--- config.mk ---
export PLATFORM = sky130hd
export DESIGN_NAME = axis_uart_rx_os
export DESIGN_NICKNAME = d
export VERILOG_FILES = /design/src/rtl/axis_uart_rx_os.sv
export SDC_FILE = /design/constraint.sdc
export NUM_CORES = 1
export LEC_CHECK = 0
export ABC_AREA = 1
export CAP_MARGIN = 25
export CORE_AREA = 2 2 128 99
export DETAILED_ROUTE_END_ITERATION = 7
export DIE_AREA = 0 0 130 101
export DONT_BUFFER_PORTS = 1
export GPL_TIMING_DRIVEN = 1
export PLACE_DENSITY = 0.67
export SLEW_MARGIN = 20
export SYNTH_ARGS = -nofsm -noshare
export SYNTH_HDL_FRONTEND = slang
export SYNTH_SLANG_ARGS = --single-unit
export TNS_END_PERCENT = 30
--- constraint.sdc ---
create_clock -name clk_i -period 3.7 [get_ports clk_i]
set_input_delay 0.925 -clock clk_i [delete_from_list [all_inputs] [get_ports clk_i]]
set_output_delay 0.925 -clock clk_i [all_outputs]
set_load 0.01 [all_outputs]
--- src/rtl/axis_uart_rx_os.sv ---
// Oversampling UART receiver with an AXI-Stream master output.
// Define UART_RX_MAJORITY_EN for 2-of-3 majority sampling around mid-bit.
module axis_uart_rx_os #(
    parameter int DATA_WIDTH    = 8,
    parameter int DIVIDER_WIDTH = 32,
    parameter int OVERSAMPLE    = 16
) (
    input  logic                     clk_i,
    input  logic                     rst_i,
    input  logic [DIVIDER_WIDTH-1:0] clk_divider_i,
    input  logic [3:0]               data_bits_i,
    input  logic                     parity_odd_i,
    input  logic                     parity_even_i,
    input  logic                     two_stop_i,
    input  logic                     uart_rx_i,
    output logic [DATA_WIDTH-1:0]    m_axis_tdata_o,
    output logic                     m_axis_tvalid_o,
    input  logic                     m_axis_tready_i,
    output logic                     parity_err_o,
    output logic                     frame_err_o,
    output logic                     overrun_o
);
    localparam int OSW      = $clog2(OVERSAMPLE);
    localparam int OS_LAST  = OVERSAMPLE - 1;
    localparam int OS_MID   = OVERSAMPLE / 2;
    localparam int OS_PRE   = OVERSAMPLE / 2 - 1;
    localparam int OS_POST  = OVERSAMPLE / 2 + 1;
    localparam logic [3:0] NB_MAX = DATA_WIDTH[3:0];

    localparam logic [2:0] S_IDLE   = 3'd0;
    localparam logic [2:0] S_START  = 3'd1;
    localparam logic [2:0] S_DATA   = 3'd2;
    localparam logic [2:0] S_PARITY = 3'd3;
    localparam logic [2:0] S_STOP   = 3'd4;
    localparam logic [2:0] S_WAIT   = 3'd5;

    logic                     r_rx_s1;
    logic                     r_rx_s2;
    logic                     r_rx_prev;
    logic [DIVIDER_WIDTH-1:0] r_div_cnt;
    logic [OSW-1:0]           r_os_cnt;
    logic [2:0]               r_state;
    logic [3:0]               r_nbits;
    logic [3:0]               r_bit_cnt;
    logic                     r_par_en;
    logic                     r_par_odd;
    logic                     r_two_stop;
    logic                     r_stop_cnt;
    logic                     r_par_flag;
    logic [DATA_WIDTH-1:0]    r_shift;
    logic [OSW:0]             r_high_cnt;

    logic [DIVIDER_WIDTH-1:0] w_div_top;
    logic                     w_tick;
    logic                     w_start_edge;
    logic                     w_mid;
    logic                     w_bit;
    logic                     w_cfg_ok;
    logic                     w_par_exp;
    logic                     w_deliver;

    assign w_div_top = (clk_divider_i <= DIVIDER_WIDTH'(1)) ? '0
                     : clk_divider_i - DIVIDER_WIDTH'(1);
    assign w_tick       = (r_div_cnt >= w_div_top);
    assign w_start_edge = (r_state == S_IDLE) && r_rx_prev && !r_rx_s2;
    assign w_cfg_ok     = (data_bits_i >= 4'd5) && (data_bits_i <= NB_MAX);
    assign w_par_exp    = r_par_odd ? ~^r_shift : ^r_shift;

`ifdef UART_RX_MAJORITY_EN
    logic r_maj_a;
    logic r_maj_b;

    always_ff @(posedge clk_i) begin
        if (rst_i) begin
            r_maj_a <= 1'b1;
            r_maj_b <= 1'b1;
        end else if (w_tick) begin
            if (r_os_cnt == OS_PRE[OSW-1:0]) r_maj_a <= r_rx_s2;
            if (r_os_cnt == OS_MID[OSW-1:0]) r_maj_b <= r_rx_s2;
        end
    end

    assign w_mid = w_tick && (r_os_cnt == OS_POST[OSW-1:0]);
    assign w_bit = (r_maj_a & r_maj_b) | (r_maj_a & r_rx_s2)
                 | (r_maj_b & r_rx_s2);
`else
    assign w_mid = w_tick && (r_os_cnt == OS_MID[OSW-1:0]);
    assign w_bit = r_rx_s2;
`endif

    assign w_deliver = w_mid && (r_state == S_STOP) && w_bit
                     && (!r_two_stop || r_stop_cnt);

    always_ff @(posedge clk_i) begin
        if (rst_i) begin
            r_rx_s1      <= 1'b1;
            r_rx_s2      <= 1'b1;
            r_rx_prev    <= 1'b1;
            r_div_cnt    <= '0;
            r_os_cnt     <= '0;
            r_state      <= S_IDLE;
            r_nbits      <= '0;
            r_bit_cnt    <= '0;
            r_par_en     <= 1'b0;
            r_par_odd    <= 1'b0;
            r_two_stop   <= 1'b0;
            r_stop_cnt   <= 1'b0;
            r_par_flag   <= 1'b0;
            r_shift      <= '0;
            r_high_cnt   <= '0;
            parity_err_o <= 1'b0;
            frame_err_o  <= 1'b0;
            overrun_o    <= 1'b0;
        end else begin
            r_rx_s1      <= uart_rx_i;
            r_rx_s2      <= r_rx_s1;
            r_rx_prev    <= r_rx_s2;
            parity_err_o <= 1'b0;
            frame_err_o  <= 1'b0;
            overrun_o    <= w_deliver && m_axis_tvalid_o && !m_axis_tready_i;

            // Bit timing is re-phased to the start edge.
            if (w_start_edge) begin
                r_div_cnt <= '0;
                r_os_cnt  <= '0;
            end else if (w_tick) begin
                r_div_cnt <= '0;
                r_os_cnt  <= (r_os_cnt == OS_LAST[OSW-1:0]) ? '0
                           : r_os_cnt + 1'b1;
            end else begin
                r_div_cnt <= r_div_cnt + 1'b1;
            end

            unique case (r_state)
                S_IDLE: begin
                    if (w_start_edge) begin
                        r_state    <= S_START;
                        r_nbits    <= w_cfg_ok ? data_bits_i : NB_MAX;
                        r_par_en   <= parity_odd_i | parity_even_i;
                        r_par_odd  <= parity_odd_i;
                        r_two_stop <= two_stop_i;
                        r_shift    <= '0;
                        r_bit_cnt  <= '0;
                        r_stop_cnt <= 1'b0;
                        r_par_flag <= 1'b0;
                    end
                end
                S_START: begin
                    if (w_mid) r_state <= w_bit ? S_IDLE : S_DATA;
                end
                S_DATA: begin
                    if (w_mid) begin
                        for (int i = 0; i < DATA_WIDTH; i++) begin
                            if (r_bit_cnt == i[3:0]) r_shift[i] <= w_bit;
                        end
                        r_bit_cnt <= r_bit_cnt + 4'd1;
                        if (r_bit_cnt == r_nbits - 4'd1) begin
                            r_state <= r_par_en ? S_PARITY : S_STOP;
                        end
                    end
                end
                S_PARITY: begin
                    if (w_mid) begin
                        r_par_flag <= (w_bit != w_par_exp);
                        r_state    <= S_STOP;
                    end
                end
                S_STOP: begin
                    if (w_mid) begin
                        if (!w_bit) begin
                            frame_err_o <= 1'b1;
                            r_high_cnt  <= '0;
                            r_state     <= S_WAIT;
                        end else if (r_two_stop && !r_stop_cnt) begin
                            r_stop_cnt <= 1'b1;
                        end else begin
                            parity_err_o <= r_par_flag;
                            r_state      <= S_IDLE;
                        end
                    end
                end
                S_WAIT: begin
                    // Leave only after a full bit time of idle-high line.
                    if (w_tick) begin
                        if (!r_rx_s2) begin
                            r_high_cnt <= '0;
                        end else if (r_high_cnt == OS_LAST[OSW:0]) begin
                            r_state <= S_IDLE;
                        end else begin
                            r_high_cnt <= r_high_cnt + 1'b1;
                        end
                    end
                end
                default: r_state <= S_IDLE;
            endcase
        end
    end

    // A delivery during a handshake replaces the word without overrun.
    always_ff @(posedge clk_i) begin
        if (rst_i) begin
            m_axis_tdata_o  <= '0;
            m_axis_tvalid_o <= 1'b0;
        end else if (w_deliver && !(m_axis_tvalid_o && !m_axis_tready_i)) begin
            m_axis_tdata_o  <= r_shift;
            m_axis_tvalid_o <= 1'b1;
        end else if (m_axis_tvalid_o && m_axis_tready_i) begin
            m_axis_tvalid_o <= 1'b0;
        end
    end

endmodule

==> results.sh, run 1 <==
export IMPL_vias_per_cell=5.01
export IMPL_drv_cap=0
export IMPL_die_y_um=101
export IMPL_yosys_area_top_type="dfxtp_1"
export IMPL_synth_edf_count=0
export IMPL_htreeDepth=3
export IMPL_first_pass_iters=5
export IMPL_grt_pass1_wl_um=22300
export IMPL_placement_rows=35
export IMPL_synthTopCellsByArea="dfxtp_1 27%, nand2_1 11%, ha_1 9.4%, nor2_1 8.6%, inv_1 7.1%"
export IMPL_drc=0
export IMPL_end_kind="flop"
export IMPL_core_um2=12000
export IMPL_tightest_slew_ns=0.711
export IMPL_maxSlewViolCount=0
export IMPL_p_per_area_nw_per_um2=400
export IMPL_hold_ws_ns=0.406
export IMPL_yosysTopAreaCellShare_pct=27.4
export IMPL_skew_ns=0.00355
export IMPL_drt_total_wl_um=13500
export IMPL_clock_fmax_mhz=280
export IMPL_area_growth_pct=18.1
export IMPL_via_count=5457
export IMPL_clock_sinks=80
export IMPL_path_class="in -> reg"
export IMPL_nNetsFinal=1007
export IMPL_die_area_um2=13100
export IMPL_placed_cell_area_um2=6330
export IMPL_drive_gt1_share_pct=17.7
export IMPL_avgSynthCellArea_um2=6.68
export IMPL_grt_usage_pct=21.1
export IMPL_yosysUniqueCellTypes=45
export IMPL_grt_pass1_vias=4717
export IMPL_initial_utilization_pct=48.9
export IMPL_synth_async_sr_flop_share_pct=0
export IMPL_yosys_register_bits=80
export IMPL_ir_drop_mv=0.363
export IMPL_synth_warning_count=0
export IMPL_antenna_found_initial=0
export IMPL_clk_latency_ns=0.34
export IMPL_portBuffers=0
export IMPL_clockBufferDepth=2
export IMPL_post_route_period_util_pct=96.5
export IMPL_insertedDiodeCount=0
export IMPL_finalSetupViolCount=0
export IMPL_synth_fp_nets=963
export IMPL_syn_inst=876
export IMPL_grt_ovfl_total=0
export IMPL_leakagePower_uw=0.00302
export IMPL_cts_tree="built"
export IMPL_pin_count=55
export IMPL_hp_class="reg -> reg"
export IMPL_synth_common_cells="165 x nand2_1, 134 x nor2_1, 110 x inv_1"
export IMPL_root_buffer="clkbuf_16"
export IMPL_critPathLaunchType="input pin"
export IMPL_pre_cts_ws_ns=-0.284
export IMPL_gp_congestion=0.909
export IMPL_rsz0062_at_grt="true"
export IMPL_yosysSeqAreaShare_pct=27.4
export IMPL_status="finished clean"
export IMPL_hold_viol_final=0
export IMPL_clkTransAtPathRegs_ns=0.06
export IMPL_cp_max_fo=5
export IMPL_die_w_um=130
export IMPL_hpwlAfterDp_um=10300
export IMPL_post_synth_top_count_cell="nand2_1"
export IMPL_arrival_ns=3.80
export IMPL_grt_max_degree=33
export IMPL_fin_area_um2=6910
export IMPL_synth_area_um2=5850
export IMPL_max_slew_margin_pct=52.1
export IMPL_synth_main_ff_cell="dfxtp_1"
export IMPL_drtIter0Drc=329
export IMPL_cts_buffers=9
export IMPL_postRouteAntennaNets=0
export IMPL_cp_required_ns=3.93
export IMPL_fin_ws_ns=0.129
export IMPL_fin_crit_ns=3.57
export IMPL_fin_tns_setup_ns=0
export IMPL_wire_per_inst_um=12.4
area by class of cell:
cell class,count,area [µm²]
fillers,1167,5040
repair buffers,46,373
clock buffers,12,256
multi-input cells,664,3950
repair inverters,1,7.51
well taps,166,208
clock inverters,3,65.1
inverters,118,449
flip-flops and latches,80,1600
flip-flops by register name (all words and copies together), names as in the netlist, 3 cells and up:
signal          count
r_nbits             4
r_state             3
r_shift             8
r_div_cnt          32
m_axis_tdata_o      8
r_os_cnt            4
r_bit_cnt           4
r_high_cnt          5
report_power, final:
part	leakage (µW)	internal [µW]	switching, µW
Combinational	0.00221	301	486
Sequential	0.000649	938	81.4
Clock	0.000159	623	338
Total	0.00302	1860	905
worst max-delay path, stage by stage:
cell and delay, ns:
nor2_4 0.11, nand2_4 0.07, nor2_4 0.11, nand2_2 0.08
nor3_4 0.20, nand2_2 0.07, inv_2 0.08, nand2_4 0.05
nor2_4 0.14, nand2_4 0.09, nor2_8 0.16, xor2_2 0.15
nand2_2 0.08, ha_4 0.28, nand2_2 0.06, nor2_4 0.11
nand2_2 0.06, nor2_2 0.09, nand2_2 0.07, nand2_2 0.12
buf_6 0.11, nand4_1 0.16, buf_4 0.22, o21ai_1 0.16
a21oi_2 0.04
cells in the final DEF, fill, tap and decap left out, drive strengths merged:
cell	n
xnor2	16
clkbuf	12
o21a	4
clkinvlp	2
bufinv	2
nor3	20
a21o	3
xor2	20
o22ai	3
nor4	9
nand2	180
o21ai	38
clkinv	2
and3	2
a211oi	1
and2	1
a2111o	1
ha	44
dfxtp	80
nor2	149
a21oi	73
a31oi	1
a22oi	2
or2	8
nand3b	2
nand4	19
buf	46
nand3	60
inv	116
o211ai	1
nor3b	7
repair_timing:
item | in CTS | in global routing
endpoints found under the setup margin | 0 | 67
gates resized for setup | 0 | 68
buffers inserted | 0 | 2
hold buffers | 0 | 0
path summary, 6_finish.rpt:
check	start	to	slack, ns	cells past startpoint
setup / recovery	clk_divider_i[1]	m_axis_tdata_o[7]	0.13	25
hold / removal	r_rx_s1	r_rx_s2	0.41	1
setup reg to reg	r_div_cnt[7]	m_axis_tdata_o[7]	1.44	14
hold reg to reg	r_rx_s1	r_rx_s2	0.41	1
stage by stage:
step                      total power, µW  std cells  utilization (%)
after CTS                            2740       1086             55.6
final                                2770       1090             57.8
after global routing                 2950       1090             57.8
after floorplan                      1620        876                -
after global placement               1760       1071             52.9
after detailed placement             1770       1071             52.9
metal layers:
layer | part of all wire (%) | wire (µm) | global-route usage (%)
met3 | 6.0 | 806 | 4.72
met5 | 0 | 0 | 0
met2 | 38 | 5180 | 29.0
met4 | 0.72 | 98 | 4.88
met1 | 55 | 7440 | 33.0
cell families (layout without fill, tap and decap cells):
family                   Yosys count  count (layout)  synth area share, %
adder cells (fa/ha/maj)           44              44                 9.41
buffers and inverters            132             180                 8.74
XOR/XNOR                          36              36                 5.52
flip-flops                        80              80                 27.4
AO/OA/AOI/OAI                    127             127                 11.5
AND/OR/NAND/NOR                  457             457                 37.4
No activity file was read; power rests on OpenSTA's default activity.
==> run 2, diff against run 1 <==
Settings changed: REMOVE_ABC_BUFFERS set to 1.
==> run 2 against run 1 <==
  * First-iteration DRC count increased by 13%
  * Largest power group is now the clock network
  * Global-route usage increased by 0.81 points
  * Critical path type unchanged
  * Combinational power about the same
  * Non-clock buffer count increased by 8
  * Cell area increased by 1.7%
  * Sequential power about the same
  * Critical path depth increased by 1
  * Sequential share of layout area decreased by 0.38 points
  * Routed wire length increased by 4.0%
  * Final cell count increased by 0.83%
==> results.sh, run 2 (same netlist as run 1, synthesis figures left out) <==
export IMPL_skew_ns=0.00783
export IMPL_timing_rr_start="r_div_cnt[7]"
export IMPL_hp_class="reg -> reg"
export IMPL_die_area_um2=13100
export IMPL_first_pass_iters=5
export IMPL_critPathLaunch="clk_divider_i[2]"
export IMPL_clockBufferDepth=2
export IMPL_clock_sinks=80
export IMPL_crit_cells=26
export IMPL_initial_utilization_pct=48.9
export IMPL_status="finished clean"
export IMPL_critPathBufInv=4
export IMPL_wire_per_inst_um=12.8
export IMPL_gp_congestion=0.942
export IMPL_insertedDiodeCount=0
export IMPL_endpoint="m_axis_tdata_o[1]"
export IMPL_arrival_ns=3.89
export IMPL_die_w_um=130
export IMPL_clock_fmax_mhz=273
export IMPL_nNetsFinal=1015
export IMPL_cp_max_fo=8
export IMPL_grt_pass1_wl_um=23300
export IMPL_vias_per_cell=5.04
export IMPL_p_per_area_nw_per_um2=403
export IMPL_pin_count=55
export IMPL_finalSetupViolCount=0
export IMPL_regArea_um2=1600
export IMPL_drt_total_wl_um=14100
export IMPL_leakagePower_uw=0.00308
export IMPL_largest_reg_flops=32
export IMPL_post_route_period_util_pct=99.1
export IMPL_critPathLaunchType="input pin"
export IMPL_path_class="in -> reg"
export IMPL_fillers=1156
export IMPL_htreeDepth=3
export IMPL_rsz0062_at_grt="true"
export IMPL_r2r_slack_ns=1.48
export IMPL_hold_viol_final=0
export IMPL_cp_required_ns=3.92
export IMPL_crit_top_cell="nand2_2"
export IMPL_final_cell_mix="153 x nand2_1, 124 x nor2_1, 107 x inv_1"
export IMPL_grt_usage_pct=21.9
export IMPL_core_um2=12000
export IMPL_area_growth_pct=20.1
export IMPL_placed_cell_area_um2=6350
export IMPL_max_slew_margin_pct=53.9
export IMPL_reg2reg_depth=14
export IMPL_tightest_slew_ns=0.685
export IMPL_reg_largest_list="r_div_cnt: 32 flops, m_axis_tdata_o: 8 flops, r_shift: 8 flops"
export IMPL_clk_latency_ns=0.33
export IMPL_maxSlewViolCount=0
export IMPL_fin_util_pct=58.8
export IMPL_postCtsHoldBufs=0
export IMPL_grt_pass1_vias=4924
export IMPL_drc=0
export IMPL_die_y_um=101
export IMPL_fin_crit_ns=3.67
export IMPL_via_count=5542
export IMPL_max_stage_delay_ns=0.34
export IMPL_slowest_stage="ha_1"
export IMPL_drtIter0Drc=373
export IMPL_r2r_end="m_axis_tdata_o[1]"
export IMPL_fin_area_um2=7030
export IMPL_largest_register="r_div_cnt"
export IMPL_drv_cap=0
export IMPL_placement_rows=35
export IMPL_path_delay_family="simple AND/OR/NAND/NOR gates"
export IMPL_layout_commonest_cell="nand2_1"
export IMPL_cts_tree="built"
export IMPL_clkTransAtPathRegs_ns=0.06
export IMPL_portBuffers=0
export IMPL_hpwlAfterDp_um=10700
export IMPL_postRouteAntennaNets=0
export IMPL_grt_max_degree=33
export IMPL_ir_drop_mv=0.312
export IMPL_multiInputGateArea_um2=3940
export IMPL_drive_gt1_share_pct=18.9
export IMPL_hold_ws_ns=0.431
export IMPL_root_buffer="clkbuf_16"
export IMPL_cts_buffers=9
export IMPL_antenna_found_initial=0
export IMPL_grt_ovfl_total=0
export IMPL_end_kind="flop"
## run 2: cell types whose count changed in the layout (fill, tap and decap cells not counted), moves of 3 or more
cell,before,now
nor3b_2,3,6
nor3b_1,4,1
buf_4,41,46
clkinv_4,0,3
nor2_1,129,124
o21ai_1,7,11
o21ai_2,4,1
nor2_2,8,11
## run 2: worst register-to-register path: cells and delay by family (launching register included)
kind            cells  cell delay, ns
buf+inv             3            0.48
flops               1            0.40
fa+ha+maj           1            0.34
simple gates        9            0.82
compound gates      1            0.10
## run 2: metal layers
layer  up-vias  share of wire (%)  GRT usage (%)
met2       125                 40           30.2
met3        15                5.7           4.46
li1       2965                  -              -
met4         0               0.95           5.05
met1      2437                 54           34.5
met5         -                  0              0
## run 2: cell type report
class                           count  share of cell area (%)
Multi-Input combinational cell    664                    56.1
Sequential cell                    80                    22.8
Timing Repair Buffer               54                    6.55
Inverter                          118                    6.45
Clock buffer                       10                    3.40
Tap cell                          166                    2.96
Clock inverter                      6                    1.66
Timing Repair inverter              1                   0.107
## run 2: stage by stage
step,TNS [ns],cells,setup WS (ns),power [µW]
floorplan,-5.16,862,-0.222,1610
global placement,-8.84,1073,-0.264,1760
detailed placement,-10.72,1073,-0.361,1770
CTS,0,1089,0.0183,2820
global route,-4.31,1099,-0.175,3030
finish,0,1099,0.0329,2830
## run 2: worst min path at each step
stage | startpoint | end | slack, ns | cells past startpoint
3_3_place_gp | r_rx_s1 | r_rx_s2 | 0.40 | 1
2_1_floorplan | r_rx_s1 | r_rx_s2 | 0.39 | 1
5_1_grt | r_rx_s1 | r_rx_s2 | 0.45 | 1
6_report | r_rx_s1 | r_rx_s2 | 0.43 | 1
3_5_place_dp | r_rx_s1 | r_rx_s2 | 0.41 | 1
4_1_cts | r_rx_s1 | r_rx_s2 | 0.43 | 1
## run 2: what timing repair did
| item | in CTS | in global routing |
|---|---|---|
| endpoints found under the setup margin | 1 | 62 |
| gates cloned | 0 | 3 |
| pin swaps | 0 | 43 |
| buffers inserted | 0 | 8 |
| resized for setup | 2 | 71 |
## run 2: report_power, final
| group | internal [µW] | switching [µW] |
|---|---|---|
| clock | 681 | 354 |
| combinational | 300 | 484 |
| sequential | 938 | 78.2 |
==> run 3, diff against run 2 <==
Settings changed: CORE_AREA 2 2 128 99 to 2 2 133 96, DIE_AREA 0 0 130 101 to 0 0 135 98, PLACE_DENSITY 0.67 to 0.66.
==> run 3 against run 2 <==
  * Clock skew hardly changed
  * Largest cell class unchanged
  * Count of clock-buffer cells in the layout fell by 1
  * Sequential power hardly changed
  * First-iteration DRC count increased by 3.8%
==> results.sh, run 3 (same netlist as run 1, synthesis figures left out) <==
export IMPL_drive_gt1_share_pct=21.0
export IMPL_htreeDepth=3
export IMPL_grt_pass1_vias=4844
export IMPL_reg2reg_depth=13
export IMPL_core_um2=12100
export IMPL_critPathLaunchType="input pin"
export IMPL_hp_class="reg -> reg"
export IMPL_p_per_area_nw_per_um2=390
export IMPL_clockBufferDepth=2
export IMPL_end_kind="flop"
export IMPL_pin_count=55
export IMPL_drt_total_wl_um=14300
export IMPL_drv_cap=0
export IMPL_die_y_um=98
export IMPL_arrival_ns=3.83
export IMPL_grt_usage_pct=21.2
export IMPL_root_buffer="clkbuf_16"
export IMPL_nNetsFinal=1016
export IMPL_status="finished clean"
export IMPL_final_cell_count_no_fill=1096
export IMPL_met3_usage_pct=4.83
export IMPL_hold_start="r_rx_s1"
export IMPL_fin_crit_ns=3.56
export IMPL_grt_pass1_wl_um=23100
export IMPL_rsz0062_at_grt="true"
export IMPL_largest_register="r_div_cnt"
export IMPL_dp_cells=1070
export IMPL_layout_commonest_cell="nand2_1"
export IMPL_globalRouteMet1Util_pct=34.1
export IMPL_r2r_end="m_axis_tdata_o[5]"
export IMPL_grt_most_used_layer="met1"
export IMPL_clock_sinks=80
export IMPL_tightest_slew_ns=0.743
export IMPL_cp_max_fo=8
export IMPL_pre_cts_ws_ns=-0.376
export IMPL_area_growth_pct=22.5
export IMPL_skew_ns=0.00764
export IMPL_portBuffers=0
export IMPL_grt_max_degree=32
export IMPL_finalSetupViolCount=0
export IMPL_hold_path_end="r_rx_s2"
export IMPL_largest_reg_flops=32
export IMPL_fin_ws_ns=0.138
export IMPL_cts_tree="built"
export IMPL_antenna_found_initial=0
export IMPL_r2r_slack_ns=1.48
export IMPL_via_count=5691
export IMPL_first_pass_iters=5
export IMPL_power_uw=2790
export IMPL_hold_depth=1
export IMPL_clk_latency_ns=0.34
export IMPL_hpwlAfterDp_um=10600
export IMPL_gp_congestion=0.906
export IMPL_vias_per_cell=5.19
export IMPL_post_route_period_util_pct=96.3
export IMPL_drtIter0Drc=387
export IMPL_grt_ovfl_total=0
export IMPL_postCtsHoldBufs=0
export IMPL_cts_buffers=9
export IMPL_max_slew_margin_pct=50.0
export IMPL_final_cell_mix="151 x nand2_1, 120 x nor2_1, 106 x inv_1"
export IMPL_insertedDiodeCount=0
export IMPL_initial_utilization_pct=48.4
export IMPL_fin_area_um2=7170
export IMPL_path_class="in -> reg"
export IMPL_wire_per_inst_um=13.0
export IMPL_placed_cell_area_um2=6370
export IMPL_drc=0
export IMPL_die_w_um=135
export IMPL_reg_largest_list="r_div_cnt: 32 flops, m_axis_tdata_o: 8 flops, r_shift: 8 flops"
export IMPL_critPathLaunch="clk_divider_i[1]"
export IMPL_clock_fmax_mhz=281
export IMPL_met2_usage_pct=28.3
export IMPL_clkTransAtPathRegs_ns=0.06
export IMPL_postRouteAntennaNets=0
export IMPL_timing_rr_start="r_div_cnt[7]"
export IMPL_cp_required_ns=3.97
export IMPL_placement_rows=34
export IMPL_die_area_um2=13200
export IMPL_hold_viol_final=0
export IMPL_maxSlewViolCount=0
export IMPL_ir_drop_mv=0.291
export IMPL_leakagePower_uw=0.00310
[run 3: cell types whose count changed in the layout (fill, tap and decap cells not counted), sizes merged]
cell	before	now
clkinvlp	3	6
bufinv	3	2
buf	53	54
inv	115	114
clkbuf	11	10
[run 3: worst max-delay path by stage]
stage,end,slack [ns],depth (start not counted)
4_1_cts,r_os_cnt[0],0.04,27
3_3_place_gp,r_high_cnt[4],-0.34,25
2_1_floorplan,r_div_cnt[29],-0.22,20
5_1_grt,r_shift[7],-0.08,27
3_5_place_dp,r_high_cnt[4],-0.38,25
6_report,m_axis_tdata_o[5],0.14,24
[run 3: metrics by stage]
stage                     util (%)  hold WS [ns]  setup TNS [ns]
after floorplan                  -         0.389           -5.16
after global placement        52.7         0.412           -9.83
after detailed placement      52.7         0.417          -13.30
after CTS                     55.4         0.433               0
after global routing          59.3         0.467           -1.58
final                         59.3         0.432               0
[run 3: power by group]
group	leakage [µW]	internal, µW	total, µW	switching [µW]
Combinational	0.00231	322	826	504
Sequential	0.000649	938	1020	81.0
Clock	0.000148	590	949	358
Total	0.00310	1850	2790	943
[run 3: metal layers]
layer  up-vias  part of all wire (%)  routed length, µm
li1       2973                     -                  -
met1      2557                    54               7710
met2       148                    39               5630
met3        13                   5.9                840
met4         0                  0.76                108
met5         -                     0                  0
[run 3: cell type report]
class	instances	area, µm²
timing repair buffer	55	479
fill	1157	4910
clock buffer	9	225
timing repair inverter	1	7.51
tap	162	203
clock inverter	7	96.3
inverter	118	463
multi-input combinational	664	4090
sequential	80	1600
[run 3: what timing repair did]
item	CTS	global route
endpoints found under the setup margin	5	70
gates cloned	0	3
buffers inserted	0	8
resized for setup	2	101
pin swaps	0	47
[run 3: critical path, cell delays in order]
cell and delay [ns]:
nor2_4 0.12, nand2_4 0.07, nor2_4 0.11, nand2_2 0.08
nor3_4 0.20, nand2_2 0.07, inv_2 0.07, nand2_4 0.05
nor2_4 0.14, nand2_4 0.09, nor2_8 0.16, xor2_2 0.15
nand2_2 0.08, ha_4 0.28, nand2_2 0.07, nor2_4 0.12
nand2_2 0.07, nor2_2 0.09, nand2_2 0.08, nand2_4 0.11
nand4_1 0.18, buf_4 0.21, clkbuf_16 0.16, a21oi_1 0.13
